==> config.mk <==
export PLATFORM = sky130hd
export DESIGN_NAME = fsm_seek_bit_tx
export DESIGN_NICKNAME = d
export VERILOG_FILES = /design/src/rtl/fsm_seek_bit_tx.sv
export SDC_FILE = /design/constraint.sdc
export NUM_CORES = 1
export LEC_CHECK = 0
export ABC_AREA = 1
export CAP_MARGIN = 25
export CORE_MARGIN = 8
export CORE_UTILIZATION = 50
export CTS_CLUSTER_DIAMETER = 30
export DETAILED_ROUTE_END_ITERATION = 10
export PLACE_DENSITY = 0.85
export SYNTH_ARGS = -nofsm -noshare
export SYNTH_HDL_FRONTEND = slang
export SYNTH_SLANG_ARGS = --single-unit
==> constraint.sdc <==
create_clock -name clk -period 3.7 [get_ports clk]
set_input_delay 0.37 -clock clk [delete_from_list [all_inputs] [get_ports clk]]
set_output_delay 0.37 -clock clk [all_outputs]
set_load 0.01 [all_outputs]
==> src/rtl/fsm_seek_bit_tx.sv <==
// Serial bit-stream transmitter feeding the x input of the seek/detect FSM.
// Parallel words arrive over valid/ready and go out MSB-first, one bit per
// clock, with an optional idle gap after each word and a saturating count of
// words fully sent.
module fsm_seek_bit_tx #(
    parameter int   DATA_W     = 8,
    parameter int   GAP_CYCLES = 0,
    parameter logic IDLE_BIT   = 1'b0,
    parameter int   CNT_W      = 16,
    localparam int  LEN_W      = $clog2(DATA_W + 1)
) (
    input  logic              clk,
    input  logic              aresetn,
    input  logic              in_valid,
    output logic              in_ready,
    input  logic [DATA_W-1:0] in_data,
    input  logic [LEN_W-1:0]  in_len,
    output logic              x,
    output logic              x_valid,
    output logic              busy,
    output logic              done,
    output logic [CNT_W-1:0]  sent_cnt
);

    typedef enum logic [1:0] {
        IDLE  = 2'd0,
        SHIFT = 2'd1,
        GAP   = 2'd2
    } state_t;

    localparam logic [LEN_W-1:0] FULL_LEN = LEN_W'(DATA_W);
    localparam logic [7:0]       GAP_LOAD = 8'((GAP_CYCLES > 0) ? GAP_CYCLES - 1 : 0);

    state_t              state;
    logic [DATA_W-1:0]   sh;
    logic [LEN_W-1:0]    bitcnt;
    logic [7:0]          gapcnt;

    logic                last;
    logic                accept;
    logic [LEN_W-1:0]    eff_len;
    logic [DATA_W-1:0]   aligned;

    // A zero or oversize length means "send the whole word".
    function automatic logic [LEN_W-1:0] effective_len(input logic [LEN_W-1:0] len);
        if ((len == '0) || (len > FULL_LEN)) begin
            return FULL_LEN;
        end
        return len;
    endfunction

    // Handshake, last-bit detection and left-alignment of the incoming word.
    always_comb begin
        last     = (bitcnt == '0);
        in_ready = (state == IDLE) ||
                   ((state == SHIFT) && last && (GAP_CYCLES == 0));
        accept   = in_valid && in_ready;
        eff_len  = effective_len(in_len);
        aligned  = in_data << (FULL_LEN - eff_len);
        busy     = (state != IDLE);
    end

    // Single FSM: state, shift register, counters and registered outputs.
    always_ff @(posedge clk or negedge aresetn) begin
        if (!aresetn) begin
            state    <= IDLE;
            sh       <= '0;
            bitcnt   <= '0;
            gapcnt   <= '0;
            x        <= IDLE_BIT;
            x_valid  <= 1'b0;
            done     <= 1'b0;
            sent_cnt <= '0;
        end else begin
            case (state)
                IDLE: begin
                    if (accept) begin
                        state   <= SHIFT;
                        sh      <= aligned;
                        bitcnt  <= eff_len - 1'b1;
                        x       <= aligned[DATA_W-1];
                        x_valid <= 1'b1;
                        done    <= (eff_len == LEN_W'(1));
                    end else begin
                        x       <= IDLE_BIT;
                        x_valid <= 1'b0;
                        done    <= 1'b0;
                    end
                end

                SHIFT: begin
                    if (!last) begin
                        // x already shows sh's MSB; present the next one.
                        sh      <= sh << 1;
                        bitcnt  <= bitcnt - 1'b1;
                        x       <= sh[DATA_W-2];
                        x_valid <= 1'b1;
                        done    <= (bitcnt == LEN_W'(1));
                    end else begin
                        if (sent_cnt != '1) begin
                            sent_cnt <= sent_cnt + 1'b1;
                        end
                        if (GAP_CYCLES > 0) begin
                            state   <= GAP;
                            gapcnt  <= GAP_LOAD;
                            x       <= IDLE_BIT;
                            x_valid <= 1'b0;
                            done    <= 1'b0;
                        end else if (accept) begin
                            // Back-to-back word: no bubble on x.
                            sh      <= aligned;
                            bitcnt  <= eff_len - 1'b1;
                            x       <= aligned[DATA_W-1];
                            x_valid <= 1'b1;
                            done    <= (eff_len == LEN_W'(1));
                        end else begin
                            state   <= IDLE;
                            x       <= IDLE_BIT;
                            x_valid <= 1'b0;
                            done    <= 1'b0;
                        end
                    end
                end

                GAP: begin
                    x       <= IDLE_BIT;
                    x_valid <= 1'b0;
                    done    <= 1'b0;
                    if (gapcnt == '0) begin
                        state <= IDLE;
                    end else begin
                        gapcnt <= gapcnt - 1'b1;
                    end
                end

                default: begin
                    state   <= IDLE;
                    x       <= IDLE_BIT;
                    x_valid <= 1'b0;
                    done    <= 1'b0;
                end
            endcase
        end
    end

endmodule

==> results of run 1 <==
## kinds of logic after synthesis
group / count (synthesis) / synth area share
compound gates: 22 / 0.07789
simple gates: 143 / 0.3495
fa+ha+maj: 5 / 0.03115
buf+inv: 40 / 0.08598
xor+xnor: 15 / 0.06916
flops: 31 / 0.3863
## cell usage after synthesis
library cell,n,share of area
nand3_4,1,0.0087
dfrtp_1,31,0.39
ha_1,5,0.031
o22ai_1,1,0.0031
nand4_1,10,0.031
clkbuf_1,1,0.0019
a21oi_2,2,0.0087
nand3_1,30,0.075
buf_6,3,0.017
nor4_1,3,0.0093
nand3_2,1,0.0050
nor2_8,1,0.010
a21oi_1,4,0.010
nor2_2,2,0.0062
a221oi_1,1,0.0044
nand2_2,8,0.025
nand2_1,60,0.11
o221ai_1,2,0.0087
nor3_1,7,0.017
xor2_2,1,0.0081
or2_2,1,0.0031
nand2_4,2,0.011
nor2_1,16,0.030
xnor2_1,3,0.013
o31ai_1,1,0.0037
inv_1,31,0.058
o21ai_2,4,0.017
xor2_1,11,0.048
inv_2,5,0.0093
o211ai_1,2,0.0075
o311ai_0,1,0.0044
o21ai_0,4,0.010
nor2_4,1,0.0056
## final timing paths
check	to	cells past startpoint	slack [ns]	from
worst min-delay path	sent_cnt[3]	2	0.48	aresetn
max in group asynchronous	sent_cnt[9]	2	2.94	aresetn
worst min register to register	sent_cnt[12]	1	0.51	sent_cnt[12]
min in group clk	sent_cnt[12]	1	0.51	sent_cnt[12]
worst max-delay path	sh[4]	12	1.03	in_len[0]
worst max register to register	sh[4]	10	1.82	bitcnt[0]
## state kept, by name, indices dropped and copies added (netlist names)
register	flops
x_valid	1
x	1
sent_cnt	16
bitcnt	4
state	1
done	1
sh	7
## stage by stage
stage / hold WS [ns] / total power, uW / cells / util / instance area [sq um]
4_1_cts: 0.4866 / 1301 / 345 / 0.6287 / 2479
3_3_place_gp: 0.4941 / 1013 / 338 / 0.6065 / 2391
6_report: 0.4761 / 1295 / 345 / 0.6287 / 2479
5_1_grt: 0.5267 / 1396 / 345 / 0.6287 / 2479
2_1_floorplan: 0.07441 / 836.8 / 256 / - / 2008
3_5_place_dp: 0.4953 / 1027 / 338 / 0.6065 / 2391
## layer usage
| layer | vias up | global-route usage | wire length (microns) |
|---|---|---|---|
| met5 | - | 0 | 0 |
| met3 | 6 | 0.03041 | 270 |
| met2 | 56 | 0.2539 | 2204 |
| li1 | 914 | - | - |
| met1 | 843 | 0.1928 | 2085 |
| met4 | 0 | 0.05370 | 61 |
## critical path: cells and delay by family
kind,cells,cell delay [ns]
AO/OA/AOI/OAI,1,0.10
adder cells (fa/ha/maj),1,0.41
buffers and inverters,3,0.92
AND/OR/NAND/NOR,7,1.09
## power by group through the flow
| stage | Sequential, uW | Combinational (uW) | Clock, uW |
|---|---|---|---|
| floorplan | 488 | 348 | 0 |
| global route | 491 | 616 | 290 |
| global placement | 481 | 533 | 0 |
| finish | 480 | 546 | 269 |
| detailed placement | 483 | 544 | 0 |
| CTS | 478 | 548 | 275 |
## cell type report
class                      instances  share of cell area
tap                               50             0.02524
clock inverter                     1            0.002019
multi-input combinational        185              0.4276
timing repair buffer              36              0.1444
inverter                          36             0.05452
clock buffer                       6             0.03332
sequential                        31              0.3130
==> summary.txt, run 1 <==
Status: finished, final reports clean
Cell count after synthesis: 256
Dpl hpwl: 3.546 mm
Worst Path Max Fanout: 13
Largest net degree at the start of global routing: 32
Placement Rows: 23
Number of global-route vias before repair: 1,766
Final WS setup: 1.028 ns
Layout area overhead: 23.43%
Flop pwr share: 0.371
Sequential-to-total area share from yosys stat: 0.3863
Syn_nets: 276
Sw power: 506.5 uW
# fillers: 347
Residual DRC: 0
Slew @ Worst Pin: 0.5293 ns
CP Class: input port to flip-flop
WL final: 4.622 mm
Iteration-0 DRC Markers: 107
CP Cell Sequence: clkdlybuf4s50_1, nor2_8, nand2_2, nand3_4, inv_2, ha_1, inv_1, nor2_1, nand3_1, nand2_1, nand2_1, a21oi_2
Starting density of the core: 0.5094
RSZ-0062 raised after global routing: no
Pins over their slew limit: 0
Layout cells sized above 1: 0.1254
Post-route ant nets: 0
CP most frequent cell: nand2_1
Multi-input logic area: 1060 sq um
Syn Area/Cell: 7.844 sq um
H-Tree Depth: 2
Most frequent cells in the layout: nand2_1 (60), clkdlybuf4s50_1 (35), inv_1 (31), dfrtp_1 (31), nand3_1 (30)
Most common cell after layout, fill and taps aside: nand2_1
Pre-antenna DRT Iters: 4
Resize count post-CTS: 0
I/O pins: 36
Relative slew slack: 0.6461
Vias per Instance: 5.272
Peak VDD IR: 0.3888 mV
Clk pin slew, worst setup/hold paths: 0.07 ns
Vias: 1,819
Setup Fix Bufs, Post-CTS: 0
Synthesized area: 2008 sq um
First-pass GRT wire length: 7.845 mm
Crit. End Element: flip-flop
CP Data Arrival Time: 2.88 ns
CTS tree: built
Max cap viols: 0
Period utilization: 0.7222
Clock network fraction of total power: 0.207
Avg WL per Cell: 13.40 microns
Buffers on Ports: 35
Place WS: 0.7706 ns
Total Nets Final: 315
Slowest stage delay, CP: 0.68 ns
CP max stage cell: clkdlybuf4s50_1
Total track usage: 0.1531
Longest Clk Path Bufs: 2
CTS root buf: clkbuf_8
Clock sink count: 31
Post-synthesis register bit count: 31
Leak: 0.001118 uW
Clock Latency Late Sink: 0.28 ns
Initial antenna violation count: 0
Cts bufs inserted: 5
Synth unique cells: 33
Core ar.: 3943 sq um
Tmin final: 2.672 ns
Net Sw Frac: 0.3912
Clock skew: 0.003623 ns
Hold WC Path Type: input port to async pin
Critical Path RT: 3.91 ns
Pwr dens: 522.4 nW/um^2
Final Wtd Congestion: 0.8811
Ant. Diodes: 0
Die width: 79.38 microns
Reg area: 775.7 sq um
# hold bufs at CTS: 0
Nature of the critical path startpoint: input port
DIE HEIGHT: 79.38 microns
Final setup fails: 0
Highest clock rate: 374.2 MHz
DIE AREA: 6300 sq um
Synth Warn #: 0
Internal power: 788.3 uW
Gate power share: 0.422
Gr ovfl total: 0
Final Hold Fails: 0
Setup TNS: 0 ns
Note: power is estimated with default switching activity, not from simulation.
==> run 2, diff against run 1 <==
--- a/config.mk
+++ b/config.mk
@@ -8,10 +8,10 @@
 export ABC_AREA = 1
 export CAP_MARGIN = 25
 export CORE_MARGIN = 8
-export CORE_UTILIZATION = 50
+export CORE_UTILIZATION = 47
 export CTS_CLUSTER_DIAMETER = 30
 export DETAILED_ROUTE_END_ITERATION = 10
-export PLACE_DENSITY = 0.85
+export PLACE_DENSITY = 0.83
 export SYNTH_ARGS = -nofsm -noshare
 export SYNTH_HDL_FRONTEND = slang
 export SYNTH_SLANG_ARGS = --single-unit
==> constraint.sdc (replaced) <==
create_clock -name clk -period 2.3 [get_ports clk]
set_input_delay 0.23 -clock clk [delete_from_list [all_inputs] [get_ports clk]]
set_output_delay 0.23 -clock clk [all_outputs]
set_load 0.01 [all_outputs]
==> run 2 against run 1 <==
Net effect: final cell count grew 2.0%; clock skew shrank 0.0013 ns; first-iteration DRC count grew 29%; global-route usage grew 0.38 points; critical path depth shrank 7; cell area grew 1.8%; register-to-register slack lost 1.4 ns; flip-flop and latch count is the same; highest routed layer unchanged.
==> summary.txt, run 2 (same netlist as run 1, synthesis figures left out) <==
Status: finished, final reports clean
Worst R2R End: sent_cnt[7]
Leading registers by flop count: sent_cnt x16, sh x7, bitcnt x4
WL met3: 240 microns (-11%)
Setup Fix Bufs, Post-CTS: 0 (unchanged)
Hold Slack: 0.3228 ns (-0.1532 ns)
CTS root buf: clkbuf_8
Leak: 0.001146 uW (+2.5%)
Clk pin slew, worst setup/hold paths: 0.06 ns (about the same)
Gr ovfl total: 0 (unchanged)
CP max stage cell: clkdlybuf4s50_1
Setup TNS: 0 ns (unchanged)
Pwr dens: 822.7 nW/um^2 (+58%)
Wl on met1: 2.216 mm (+6.3%)
Placement Rows: 23 (unchanged)
Total Nets Final: 323 (+2.5%)
DIE AREA: 6620 sq um (+5.1%)
Pins over their slew limit: 0 (unchanged)
Worst Reg-to-Reg Cells: 9 (-1)
Relative slew slack: 0.6850 (+0.03897)
Clock Latency Late Sink: 0.29 ns (about the same)
Starting density of the core: 0.4949 (-0.01445)
Highest clock rate: 494.0 MHz
# fillers: 358 (+3.2%)
Slew @ Worst Pin: 0.4681 ns (-0.06111 ns)
Peak VDD IR: 0.3257 mV (-16%)
Final instance area: 2524 sq um (+1.8%)
Longest Clk Path Bufs: 2 (unchanged)
CP Data Arrival Time: 1.79 ns (-1.09 ns)
Highest Signal Layer: met4
Largest net degree at the start of global routing: 32 (unchanged)
Cts bufs inserted: 5 (unchanged)
Max reg flops: 16 (unchanged)
Dpl hpwl: 3.658 mm (+3.2%)
Post-place instance area: 2451 sq um (+2.5%)
Die width: 81.37 microns (+2.5%)
Crit. End Element: output pin
Resize count post-CTS: 0 (unchanged)
Tmin final: 2.024 ns
Avg WL per Cell: 13.50 microns (+0.79%)
# hold bufs at CTS: 0 (unchanged)
RR Startpoint: bitcnt[0]
Slowest stage delay, CP: 0.57 ns (-0.11 ns)
Critical Path RT: 2.07 ns (-1.84 ns)
CP Cell Sequence: inv_1, ha_1, nand2_1, nand2_2, clkdlybuf4s50_1
Wire length on met2: 2.221 mm (+0.77%)
Final Hold Fails: 0 (unchanged)
Biggest register: sent_cnt
Buffers on Ports: 35 (unchanged)
Reg2Reg Setup Slack: 0.43 ns (-1.39 ns)
CP Class: flip-flop to output pin
Vias: 1,853 (+1.9%)
Core ar.: 4058 sq um (+2.9%)
Multi-input logic area: 1060 sq um (unchanged)
Final setup fails: 0 (unchanged)
Worst Path Max Fanout: 7 (-6)
Layout area overhead: 25.67%
WL final: 4.753 mm (+2.8%)
RSZ-0062 raised after global routing: no
Final Wtd Congestion: 0.9213 (+4.6%)
DIE HEIGHT: 81.37 microns (+2.5%)
Pre-antenna DRT Iters: 4 (unchanged)
CTS tree: built
Max cap viols: 0 (unchanged)
Iteration-0 DRC Markers: 138 (+29%)
Clock skew: 0.002353 ns (-0.001270 ns)
Residual DRC: 0 (unchanged)
H-Tree Depth: 2 (unchanged)
Initial antenna violation count: 0 (unchanged)
Layout cells sized above 1: 0.1424 (+0.01696)
Clock sink count: 31 (unchanged)
Most frequent cells in the layout: nand2_1 (60), clkdlybuf4s50_1 (35), inv_1 (31), dfrtp_1 (31), nand3_1 (30)
Vias per Instance: 5.264 (-0.16%)
Total track usage: 0.1569 (+0.003775)
First-pass GRT wire length: 8.142 mm (+3.8%)
Nature of the critical path startpoint: flip-flop
I/O pins: 36 (unchanged)
Reg area: 775.7 sq um (unchanged)
Most common cell after layout, fill and taps aside: nand2_1
Number of global-route vias before repair: 1,769 (+0.17%)
Post-route ant nets: 0 (unchanged)
Hold WC Path Type: input port to async pin
Ant. Diodes: 0 (unchanged)
Period utilization: 0.8800
## run 2: critical path, delay by kind of cell (launching register included)
kind                       cells  cell delay (ns)
adders and majority gates      1             0.20
buffers and inverters          2             0.66
DFF                            1             0.41
and+or+nand+nor                2             0.24
## run 2: metal layers
layer  global-route usage  vias to the layer above
li1                     -                      934
met1               0.2008                      875
met2               0.2403                       37
met3              0.04967                        7
met4              0.06071                        0
met5                    0                        -
## run 2: stage by stage
stage               power, uW  setup slack [ns]    util  instances
floorplan                1346            0.3449       -        256
global placement         1657            0.1282  0.6041        346
detailed placement       1676          -0.01006  0.6041        346
CTS                      2087            0.2625  0.6220        352
global route             2236            0.1656  0.6220        352
finish                   2076            0.2759  0.6220        352
## run 2: worst max path at each step
stage          startpoint       end  slack [ns]  depth (start not counted)
6_report        bitcnt[0]  in_ready        0.28                          5
5_1_grt         in_len[0]     sh[5]        0.17                         13
4_1_cts         bitcnt[0]  in_ready        0.26                          5
3_5_place_dp    in_len[0]     sh[5]       -0.01                         13
3_3_place_gp    in_len[0]     sh[5]        0.13                         13
2_1_floorplan   in_len[0]     sh[4]        0.34                         13
## run 2: report_power, final
group | total (uW) | internal, uW | switching, uW
logic | 915 | 383 | 532
clock network | 401 | 201 | 199
registers | 761 | 678 | 83.3
## run 2: layout make-up
class / count / area share
Clock buffer: 6 / 0.02876
Inverter: 36 / 0.05355
Multi-Input combinational cell: 185 / 0.4199
Sequential cell: 31 / 0.3074
Tap cell: 50 / 0.02479
Timing Repair Buffer: 44 / 0.1656
==> run 3, diff against run 2 <==
--- a/config.mk
+++ b/config.mk
@@ -7,7 +7,6 @@
 export LEC_CHECK = 0
 export ABC_AREA = 1
 export CAP_MARGIN = 25
-export CORE_MARGIN = 8
 export CORE_UTILIZATION = 47
 export CTS_CLUSTER_DIAMETER = 30
 export DETAILED_ROUTE_END_ITERATION = 10
==> run 3 against run 2 <==
Net effect: utilization increased by 0.68 points; setup slack got worse by 0.031 ns; combinational power decreased by 1%; critical path type is now input port to flip-flop; register-to-register slack improved by 0.02 ns.
==> summary.txt, run 3 (same netlist as run 1, synthesis figures left out) <==
Total Nets Final: 323 (unchanged)
First-pass GRT wire length: 7.659 mm (-5.9%)
CP Cell Sequence: clkdlybuf4s50_1, nor2_8, nand2_4, nand2_4, nand3_1, ha_1, xor2_2, nand2_2, nor2_4, inv_2, nand2_1, nand2_1, a21oi_2
Largest net degree at the start of global routing: 32 (unchanged)
Leading registers by flop count: sent_cnt x16, sh x7, bitcnt x4
Flop pwr share: 0.355 (-0.011)
H-Tree Depth: 2 (unchanged)
Clk pin slew, worst setup/hold paths: 0.07 ns (about the same)
Avg WL per Cell: 12.67 microns (-6.2%)
Vias: 1,861 (+0.43%)
Layout cells sized above 1: 0.1480 (+0.005642)
Longest Clk Path Bufs: 2 (unchanged)
DIE HEIGHT: 67.37 microns (-17%)
Internal power: 1333 uW (+5.6%)
Final instance area: 2551 sq um (+1.1%)
Total track usage: 0.2242 (+0.06738)
Final setup fails: 0 (unchanged)
Most frequent cells in the layout: nand2_1 (60), clkdlybuf4s50_1 (35), inv_1 (31), dfrtp_1 (31), nand3_1 (30)
Max cap viols: 0 (unchanged)
Clock sink count: 31 (unchanged)
Highest clock rate: 486.7 MHz (-1.5%)
Clock network fraction of total power: 0.223 (+0.030)
Starting density of the core: 0.4949 (unchanged)
Buffers on Ports: 35 (unchanged)
Post-route ant nets: 0 (unchanged)
Gr ovfl total: 0 (unchanged)
Reg2Reg Setup Slack: 0.45 ns (+0.02 ns)
RR Startpoint: bitcnt[0]
Slowest stage delay, CP: 0.50 ns (-0.07 ns)
CP Data Arrival Time: 2.27 ns (+0.48 ns)
Dpl hpwl: 3.396 mm (-7.2%)
Iteration-0 DRC Markers: 102 (-26%)
Nature of the critical path startpoint: input port
Gate power share: 0.421 (-0.020)
Most common cell after layout, fill and taps aside: nand2_1
I/O pins: 36 (unchanged)
Max reg flops: 16 (unchanged)
Final Hold Fails: 0 (unchanged)
Hold WC Path Type: input port to async pin
CTS tree: built
Sw power: 817.8 uW (+0.46%)
Met3 Resource Use GR: 0.04054 (-0.009128)
Relative slew slack: 0.7010 (+0.01596)
# hold bufs at CTS: 0 (unchanged)
CP max stage cell: clkdlybuf4s50_1
Pre-antenna DRT Iters: 4 (unchanged)
Biggest register: sent_cnt
CTS root buf: clkbuf_8
Core ar.: 4058 sq um (unchanged)
DIE AREA: 4538 sq um (-31%)
Setup Fix Bufs, Post-CTS: 0 (unchanged)
Critical Path RT: 2.51 ns (+0.44 ns)
Residual DRC: 0 (unchanged)
Vias per Instance: 5.257 (-0.14%)
Worst setup path start: in_len[0]
Slew @ Worst Pin: 0.4444 ns (-0.02372 ns)
Ant. Diodes: 0 (unchanged)
Initial antenna violation count: 0 (unchanged)
Pins over their slew limit: 0 (unchanged)
Number of global-route vias before repair: 1,815 (+2.6%)
GR peak layer: met2
Pwr dens: 843.0 nW/um^2 (+2.5%)
Status: finished, final reports clean
Placement Rows: 23 (unchanged)
Layout area overhead: 27.04%
Clock skew: 0.001228 ns (-0.001125 ns)
Net Sw Frac: 0.3803 (-0.01181)
Resize count post-CTS: 0 (unchanged)
Cts bufs inserted: 5 (unchanged)
RSZ-0062 raised after global routing: no
GR Layer Usage met1: 0.2936 (+0.09283)
Worst Path Max Fanout: 10 (+3)
Global Route met2 Usage: 0.3550 (+0.1147)
Crit. End Element: flip-flop
Period utilization: 0.8934 (+0.01337)
WL final: 4.486 mm (-5.6%)
Die width: 67.37 microns (-17%)
Tmin final: 2.055 ns (+0.03074 ns)
Final Wtd Congestion: 0.9154 (-0.64%)
Leak: 0.001160 uW (+1.3%)
Post-place instance area: 2451 sq um (unchanged)
Peak VDD IR: 0.3625 mV (+11%)
CP Class: input port to flip-flop
Clock Latency Late Sink: 0.28 ns (about the same)
Final core occ: 0.6287 (+0.006784)
==> run 3: cell count changes in the layout (fill, tap and decap cells not counted) <==
cell / previous run / this run
clkbuf_8: 5 / 7
==> run 3: final cells by class <==
cell class | count | area (sq um)
Clock buffer | 8 | 100.1
Fill cell | 348 | 1506
Inverter | 36 | 135.1
Multi-Input combinational cell | 185 | 1060
Sequential cell | 31 | 775.7
Tap cell | 50 | 62.56
Timing Repair Buffer | 44 | 417.9
==> run 3: power by group through the flow <==
stage	Clock (uW)	Sequential (uW)	Combinational, uW
after global routing	507	782	1020
after CTS	488	764	908
final	480	764	906
after detailed placement	0	772	898
after global placement	0	768	878
after floorplan	0	786	561
==> run 3: final timing paths <==
kind                                to  cells after the start
hold reg to reg            sent_cnt[2]                      1
hold / removal             sent_cnt[3]                      2
setup reg to reg           sent_cnt[7]                      9
max in group asynchronous  sent_cnt[1]                      2
min in group clk           sent_cnt[2]                      1
setup / recovery                 sh[4]                     13
==> run 3: per-stage QoR <==
step | instances | TNS, ns | hold slack (ns) | total power, uW | setup WS, ns
6_report | 354 | 0 | 0.3298 | 2151 | 0.2452
5_1_grt | 354 | 0 | 0.3853 | 2305 | 0.1000
4_1_cts | 354 | 0 | 0.3403 | 2160 | 0.2315
3_5_place_dp | 346 | -0.008096 | 0.5006 | 1670 | -0.008096
3_3_place_gp | 346 | 0 | 0.4971 | 1646 | 0.08422
2_1_floorplan | 256 | 0 | -0.06559 | 1346 | 0.3449
==> run 3: critical path: cells and delay by family <==
family / cells / cell delay (ns)
AND/OR/NAND/NOR: 8 / 0.88
buffers and inverters: 2 / 0.56
adder cells (fa/ha/maj): 1 / 0.25
XOR/XNOR: 1 / 0.21
AO/OA/AOI/OAI: 1 / 0.14
==> run 3: routing by layer <==
metal,vias to the layer above,share of wire
met5,-,0
met4,0,0.015
met3,9,0.047
met2,50,0.47
met1,867,0.47
li1,935,-
